[src/rtl/dut_access_arbiter.sv]
// rtl/dut_access_arbiter.sv - round-robin arbiter sharing a single-port bit-register DUT between two requesters
module dut_access_arbiter #(
    parameter int ADDR_W   = 3,
    parameter int DATA_W   = 1,
    parameter int WAIT_MAX = 15
) (
    input  logic                  CLK,
    input  logic                  RST_N,
    input  logic [1:0]            req_valid,
    output logic [1:0]            req_ready,
    input  logic [1:0]            req_write,
    input  logic [2*ADDR_W-1:0]   req_addr,
    input  logic [2*DATA_W-1:0]   req_wdata,
    output logic [1:0]            resp_valid,
    output logic [DATA_W-1:0]     resp_data,
    output logic                  resp_err,
    output logic [ADDR_W-1:0]     write_address,
    output logic [DATA_W-1:0]     write_data,
    output logic                  write_en,
    input  logic                  write_rdy,
    output logic [ADDR_W-1:0]     read_address,
    output logic                  read_en,
    input  logic [DATA_W-1:0]     read_data,
    input  logic                  read_rdy
);

    typedef enum logic [1:0] {IDLE, ISSUE, RESP} state_t;

    localparam logic [7:0] WAIT_LAST = 8'(WAIT_MAX - 1);

    state_t              state_q;
    logic                last_grant_q;
    logic [7:0]          wait_q;
    logic                owner_q;
    logic                cmd_write_q;
    logic [ADDR_W-1:0]   cmd_addr_q;
    logic [DATA_W-1:0]   cmd_wdata_q;
    logic [1:0]          resp_valid_q;
    logic [DATA_W-1:0]   resp_data_q;
    logic                resp_err_q;

    logic                win;
    logic                accept;
    logic                issue;
    logic                cur_rdy;
    logic                timeout;
    logic                sel_write;
    logic [ADDR_W-1:0]   sel_addr;
    logic [DATA_W-1:0]   sel_wdata;
    logic [1:0]          owner_onehot;
    logic [7:0]          wait_d;

    always_comb begin
        // On a tie the requester that did not win last time gets the slot.
        win          = (req_valid == 2'b11) ? ~last_grant_q : req_valid[1];
        accept       = (state_q == IDLE) && (|req_valid) && !RST_N;
        req_ready    = accept ? (win ? 2'b10 : 2'b01) : 2'b00;
        sel_write    = win ? req_write[1] : req_write[0];
        sel_addr     = win ? req_addr[2*ADDR_W-1:ADDR_W] : req_addr[ADDR_W-1:0];
        sel_wdata    = win ? req_wdata[2*DATA_W-1:DATA_W] : req_wdata[DATA_W-1:0];
        issue        = (state_q == ISSUE) && !RST_N;
        cur_rdy      = cmd_write_q ? write_rdy : read_rdy;
        write_en     = issue && cmd_write_q && write_rdy;
        read_en      = issue && !cmd_write_q && read_rdy;
        timeout      = issue && !cur_rdy && (wait_q == WAIT_LAST);
        owner_onehot = owner_q ? 2'b10 : 2'b01;
        wait_d       = wait_q + 8'd1;
    end

    always_ff @(posedge CLK) begin
        if (RST_N) begin
            state_q      <= IDLE;
            last_grant_q <= 1'b1;
            wait_q       <= 8'd0;
            owner_q      <= 1'b0;
            cmd_write_q  <= 1'b0;
            cmd_addr_q   <= '0;
            cmd_wdata_q  <= '0;
            resp_valid_q <= 2'b00;
            resp_data_q  <= '0;
            resp_err_q   <= 1'b0;
        end else begin
            case (state_q)
                IDLE: begin
                    if (accept) begin
                        owner_q      <= win;
                        cmd_write_q  <= sel_write;
                        cmd_addr_q   <= sel_addr;
                        cmd_wdata_q  <= sel_wdata;
                        last_grant_q <= win;
                        wait_q       <= 8'd0;
                        state_q      <= ISSUE;
                    end
                end
                ISSUE: begin
                    if (write_en || read_en) begin
                        resp_valid_q <= owner_onehot;
                        resp_data_q  <= cmd_write_q ? '0 : read_data;
                        resp_err_q   <= 1'b0;
                        state_q      <= RESP;
                    end else if (timeout) begin
                        resp_valid_q <= owner_onehot;
                        resp_data_q  <= '0;
                        resp_err_q   <= 1'b1;
                        state_q      <= RESP;
                    end else begin
                        wait_q <= wait_d;
                    end
                end
                RESP: begin
                    resp_valid_q <= 2'b00;
                    resp_data_q  <= '0;
                    resp_err_q   <= 1'b0;
                    state_q      <= IDLE;
                end
                default: state_q <= IDLE;
            endcase
        end
    end

    // Everything is forced quiet in any cycle reset is high, even before the first reset edge.
    assign resp_valid    = RST_N ? 2'b00 : resp_valid_q;
    assign resp_data     = RST_N ? '0 : resp_data_q;
    assign resp_err      = RST_N ? 1'b0 : resp_err_q;
    assign write_address = RST_N ? '0 : cmd_addr_q;
    assign write_data    = RST_N ? '0 : cmd_wdata_q;
    assign read_address  = RST_N ? '0 : cmd_addr_q;

endmodule

[config.mk]
export PLATFORM = sky130hd
export DESIGN_NAME = dut_access_arbiter
export DESIGN_NICKNAME = d
export VERILOG_FILES = /design/src/rtl/dut_access_arbiter.sv
export SDC_FILE = /design/constraint.sdc
export NUM_CORES = 1
export LEC_CHECK = 0
export ABC_AREA = 1
export BUFFER_PORTS_ARGS = -buffer_cell sky130_fd_sc_hd__buf_2
export CAP_MARGIN = 20
export CORE_MARGIN = 2
export CORE_UTILIZATION = 47
export DETAILED_ROUTE_END_ITERATION = 6
export PLACE_DENSITY_LB_ADDON = 0.15
export REMOVE_ABC_BUFFERS = 1
export SETUP_SLACK_MARGIN = 0.05
export SLEW_MARGIN = 10
export SYNTH_ARGS = -nofsm -noshare
export SYNTH_HDL_FRONTEND = slang
export SYNTH_SLANG_ARGS = --single-unit
[constraint.sdc]
create_clock -name CLK -period 3.87 [get_ports CLK]
set_input_delay 0 -clock CLK [delete_from_list [all_inputs] [get_ports CLK]]
set_output_delay 0 -clock CLK [all_outputs]
set_load 0.005 [all_outputs]
---- Word-level counts from Yosys, hierarchy flattened ----
Index checks and enable logic that the tools add are counted.
operators by class
  add/subtract/negate cells ............... 1
  eq/ne operators ......................... 8
  muxes and demuxes ....................... 31
  bitwise operators ....................... 1
  reductions and logical operators ........ 21
operator list
  operator                                              count
  two-way mux 8 bit                                     3
  two-way mux 2 bit                                     9
  case mux 8 bit (2 select lines)                       1
  two-way mux 1 bit                                     12
  logical AND 1 bit                                     9
  adder 8 x 1 -> 8 bit (second input constant)          1
  equality test 8 x 4 -> 1 bit (second input constant)  1
  case mux 2 bit (2 select lines)                       2
  two-way mux 3 bit                                     2
  != test 2 bit (second input constant)                 3
  AND reduction 2 bit                                   3
  equality test 2 bit (second input constant)           2
  case mux 1 bit (2 select lines)                       2
  AND reduction 4 bit                                   1
  nonzero test 2 bit                                    2
  logical NOT 1 bit                                     3
  != test 3 x 2 -> 1 bit (second input constant)        1
  equality test 2 x 1 -> 1 bit (second input constant)  1
  logical NOT 2 bit                                     1
  OR reduction 2 bit                                    1
  logical OR 1 bit                                      1
  NOT 1 bit                                             1
word-level totals
  flip-flop bits (word level) ............. 21
  input port bits ......................... 17
  output and inout port bits .............. 15
  logic and storage cells ................. 72

---- Logic depth before layout (Yosys ltp) ----
  depth in word-level cells ............... 7
  gate-level depth with buffers ........... 12

---- Worst setup path before layout ----
OpenSTA, ideal clock, no wires.
  kind .................................... register to register
  from .................................... reg state_q[1]
  to ...................................... reg wait_q[5]
  setup time .............................. 0.109 ns
  arrival ................................. 1.354 ns
  data required time ...................... 3.761 ns
  setup slack ............................. 2.408 ns
  cell stages (with the launch flop) ...... 13
  buffers on the path ..................... 0
  period minus slack after synthesis ...... 1.462 ns
  cells stage by stage .................... dfxtp_1 > inv_1 > ha_1 > inv_2 > nor2_8 > nand2_4 > nand2_2 > nor2_1 > nand3_2 > nand2_2 > nand2_1 > nand2_1 > inv_1
on the way
  cells in the longest elaborated chain, start to end .. 7
  elaborated cells on any way between the ends .. 18
  those cells by class .................... eq/ne: 4; mux: 1; reduce/logical: 13
ends and longest elaborated chain
  what                                                RTL line  text
  start, declared                                     31        state_t state_q;
  start signal, assigned                              72        state_q <= IDLE;
  start signal, assigned                              92        state_q <= ISSUE;
  start signal, assigned                              100       state_q <= RESP;
  equality test 2 x 1 -> 1 bit                        61, 83
  logical AND 1 bit                                   61        issue = (state_q == ISSUE) && !RST_N;
  logical AND 1 bit (on tied branches) (2 in series)  63, 64
  logical OR 1 bit                                    96        if (write_en || read_en) begin
  != test 2 bit (no source line)                      n/a
  AND reduction 4 bit (no source line)                n/a
  end signal, assigned                                107       wait_q <= wait_d;
  end, declared                                       33        logic [7:0] wait_q;
Parallel ways exist; a longest one is shown, timed or not.
A chain may end at the register's enable or synchronous reset.

---- Worst setup path in the final report ----
  from .................................... reg state_q[1]
  to ...................................... reg cmd_addr_q[1]
on the way
  cells in the longest elaborated chain, start to end .. 4
ends and longest elaborated chain
  what                                      RTL line  text
  logical NOT 2 bit (*)                     56, 83
  logical AND 1 bit (2 in series)           56        accept = (state_q == IDLE) && (|req_valid) && !RST_N;
  AND reduction 2 bit (no source line) (*)  n/a
  end signal, assigned                      88        cmd_addr_q <= sel_addr;
  end, declared                             36        logic [ADDR_W-1:0] cmd_addr_q;
Every way passes the cells marked *; elsewhere a longest branch is shown, timed or not.

==> impl.org <==
** Power and ir drop
- LEAKAGE :: 0.861 nW
- Peak supply drop :: 400 uV
- For this design the ratio of total power to cell area is 533 mW/mm2.

** Die
- For this configuration, the core starts out at a cell density of 50.2%.
- Die extent in y :: 58.5 um
- Floorplan Core Area :: 0.00278 mm2
- In this run the core area contains 19 standard-cell rows.
- For this design the top-level I/O count stands at 32.
- The die covers 0.00342 mm2.
- Die boundary width :: 58.5 um

** STA
- Tcrit/Tclk final :: 50.2%
- Setup repair after global routing left no endpoint under its margin.
- Final setup vio count :: 0
- The number of endpoints with negative hold slack in the final report is 0.
- Setup total negative slack on the finished layout was measured at 0 ps.
- Clock Skew :: 2.37 ps
- Slew Viols, Final :: 0
- Slew at the pin with the worst max-slew slack :: 438 ps
- Time the final worst path needs with I/O delays and setup :: 1940 ps
- Maximum clock rate :: 515 MHz
- In this run the tightest slew margin relative to its limit is 70.8%.

** Placed design
- RD Place Congestion :: 0.913
- Once detailed placement completed, the half-perimeter wirelength came to 2220 um.
- Input and output buffers added on the ports amount to 31.

** Route
- Routed wirelength normalized by instance count :: 10.7 um
- The detailed router finished its first iteration with 92 violations.
- The routed layout has 1371 vias.
- The count of nets left with antenna violations once routing finished came out at 0.
- Post-detailed-route via-to-cell ratio :: 4.83
- The final layout contains routed wiring with a total length of 3030 um.
- Total DRC errors in the routed layout :: 0
- Drt pass-1 iters :: 4

** Logic synthesis
- Yosys warnings :: 0
- Biggest area contributors in the synthesized netlist :: sky130_fd_sc_hd__dfxtp_1 30%, sky130_fd_sc_hd__nand2_1 15%, sky130_fd_sc_hd__inv_1 8.9%
- Yosys mapped a number of flops with a built-in enable equal to 0.
- Synth Flop Type :: sky130_fd_sc_hd__dfxtp_1
- In the synthesized netlist the async set-or-reset flop fraction comes to 0%.
- Post-synthesis average cell area :: 6.56 um2
- Synth top area share :: 30.1%
- Top cell type by total area after synthesis :: sky130_fd_sc_hd__dfxtp_1
- Synthesis handed over a netlist of 213 instances.
- After synthesis the cells add up to 0.00140 mm2.
- Summing the sequential cell areas from Yosys gives 30.1% of the chip area.
- Flop and latch count out of synthesis :: 21
- Distinct cell type count of the synthesized netlist :: 28

** Clock tree
- Clock tree synthesis inserted a total of 3 buffers.
- Clock sink count :: 21
- Buffers from clock root to sink, at most :: 2
- For the worst-skew pair, the clock arrives at the later sink with an insertion delay of 310 ps.
- After clock tree synthesis, the clock-pin slew on the worst setup and hold paths is 120 ps.
- Root Driver :: sky130_fd_sc_hd__clkbuf_4
- In this run the number of H-tree levels came out at 1.
- Once the clock tree was built, the resizer swapped 0 gates to a different size.
- TritonCTS built the clock tree.

** GRT
- Global-route wire length before repair :: 5290 um
- The number of global-route vias before repair is 1245.
- Pin count of the biggest net entering global routing :: 19
- Global routing consumed, over all layers together, 19.8% of the routing resources.
- Global routing finished with a remaining overflow of 0.
- Initial antenna violation count :: 0

** Cells and area
- In the final layout, the share of cells above drive strength 1 is 22.1%.
- Leaving out fill and tap cells, the most frequent cells in the layout are 55 x sky130_fd_sc_hd__nand2_1, 33 x sky130_fd_sc_hd__inv_1, 31 x sky130_fd_sc_hd__nor2_1, 31 x sky130_fd_sc_hd__buf_2, 21 x sky130_fd_sc_hd__dfxtp_1.
- The library cell used most frequently in the layout, excluding fill and tap cells, is sky130_fd_sc_hd__nand2_1.
- At the end of the flow the core is filled with cells to 60.4%.
- The repair_antennas step left the layout with diodes totalling 0.
- Compared with the post-synthesis result, the final layout area differs by 20.3%.
- Nets@finish :: 276

** Worst setup path
- At the worst endpoint, the required time is 4130 ps.
- The critical path starts at state_q[1].
- STA puts the critical path data arrival time at 2210 ps.
- Flop-to-flop setup slack :: 1930 ps
- Cell depth of the worst flop-to-flop path :: 7
- The startpoint identified for the worst register-to-register timing path is state_q[1].
- The worst setup path is of the reg -> reg kind.
- Endpoint of the worst-slack reg-to-reg timing path :: cmd_addr_q[1]
- The most critical setup path has its endpoint at cmd_addr_q[1].
- Critical Path Sink Type :: flop
- STA classifies the critical path startpoint as a flop.
- Along the worst path, the maximum fanout reaches 9.

** Flow run
- Max-capacitance violation count :: 0

** Min path
- The worst hold path belongs to the class in -> reg.
- The worst hold path begins at req_valid[1].
- Hold Crit Depth :: 3

** Outcome
- The run finished with clean final reports.
[sequential cells by signal, summed over array words and instances (netlist names)]
name and count:
state_q 2, resp_valid_q 2, cmd_wdata_q 1, last_grant_q 1, cmd_addr_q 3, cmd_write_q 1, resp_data_q 1, resp_err_q 1
wait_q 8, owner_q 1
[timing repair]
action / CTS / global route
endpoints found under the setup margin: 0 / 0
buffers inserted: 0 / 0
hold endpoints to repair: 6 / 0
hold buffers: 11 / 0
[power breakdown]
group	leakage, nW	total (W)	switching [W]	internal [W]
logic	0.672	0.000488	0.000309	0.000179
clock network	0.0177	0.000110	0.0000712	0.0000387
registers	0.172	0.000297	0.0000295	0.000267
[cell families (layout without fill, tap and decap cells)]
logic type / after synthesis / after routing / synth area share (%)
AOI/OAI and AO/OA: 22 / 22 / 8.96
adders and majority gates: 5 / 5 / 4.48
buffers and inverters: 42 / 82 / 13.2
DFF: 21 / 21 / 30.1
and+or+nand+nor: 123 / 123 / 43.3
[cell type report]
cell class	count	area, um2
well taps	31	38.8
flip-flops and latches	21	420
fillers	295	1100
clock inverters	1	5.00
inverters	36	135
clock buffers	3	22.5
multi-input cells	150	792
repair buffers	42	265
[how the worst min path moves through the flow]
stage                          to  slack, ps
finish                    owner_q         70
global route              owner_q         70
CTS                       owner_q         60
detailed placement  cmd_addr_q[2]        270
global placement    cmd_addr_q[2]        260
floorplan                resp_err         30
[layer usage]
layer	vias to the layer above	wire [um]	global-route usage, %	share of wire [%]
met1	593	1520	27.1	50
met4	0	53	8.64	1.8
met3	7	120	2.42	4.0
met5	-	0	0	0
met2	29	1330	31.3	44
li1	742	-	-	-
[per-stage QoR]
stage,std cells,hold WS [ps],cell area (um2),total power [W],worst slack (ps)
final,284,70.0,1680,0.000895,1930
after global routing,284,69.1,1680,0.000989,1750
after CTS,284,59.0,1680,0.000902,1970
after detailed placement,269,271,1540,0.000774,2200
after global placement,269,265,1540,0.000769,2250
after floorplan,207,31.1,1350,0.000669,2410
[synthesized netlist by cell type (3+ instances only)]
cell and count:
sky130_fd_sc_hd__nand2_1 55, sky130_fd_sc_hd__a31oi_1 4, sky130_fd_sc_hd__nor2_1 31, sky130_fd_sc_hd__nor2_4 3
sky130_fd_sc_hd__a21oi_1 9, sky130_fd_sc_hd__nand2_2 4, sky130_fd_sc_hd__dfxtp_1 21, sky130_fd_sc_hd__inv_2 3
sky130_fd_sc_hd__buf_4 3, sky130_fd_sc_hd__nand3_1 16, sky130_fd_sc_hd__inv_1 33, sky130_fd_sc_hd__ha_1 5
sky130_fd_sc_hd__nand2_4 5
[worst max-delay path, cell delays in order, from the launching register on]
cell and delay [ps]:
sky130_fd_sc_hd__dfxtp_1 340, sky130_fd_sc_hd__inv_1 90, sky130_fd_sc_hd__ha_1 260, sky130_fd_sc_hd__nand3_4 190, sky130_fd_sc_hd__nor2_4 190, sky130_fd_sc_hd__nand2_1 70, sky130_fd_sc_hd__a31oi_1 190, sky130_fd_sc_hd__dlygate4sd3_1 570
Power figures use the tool's default switching activity.
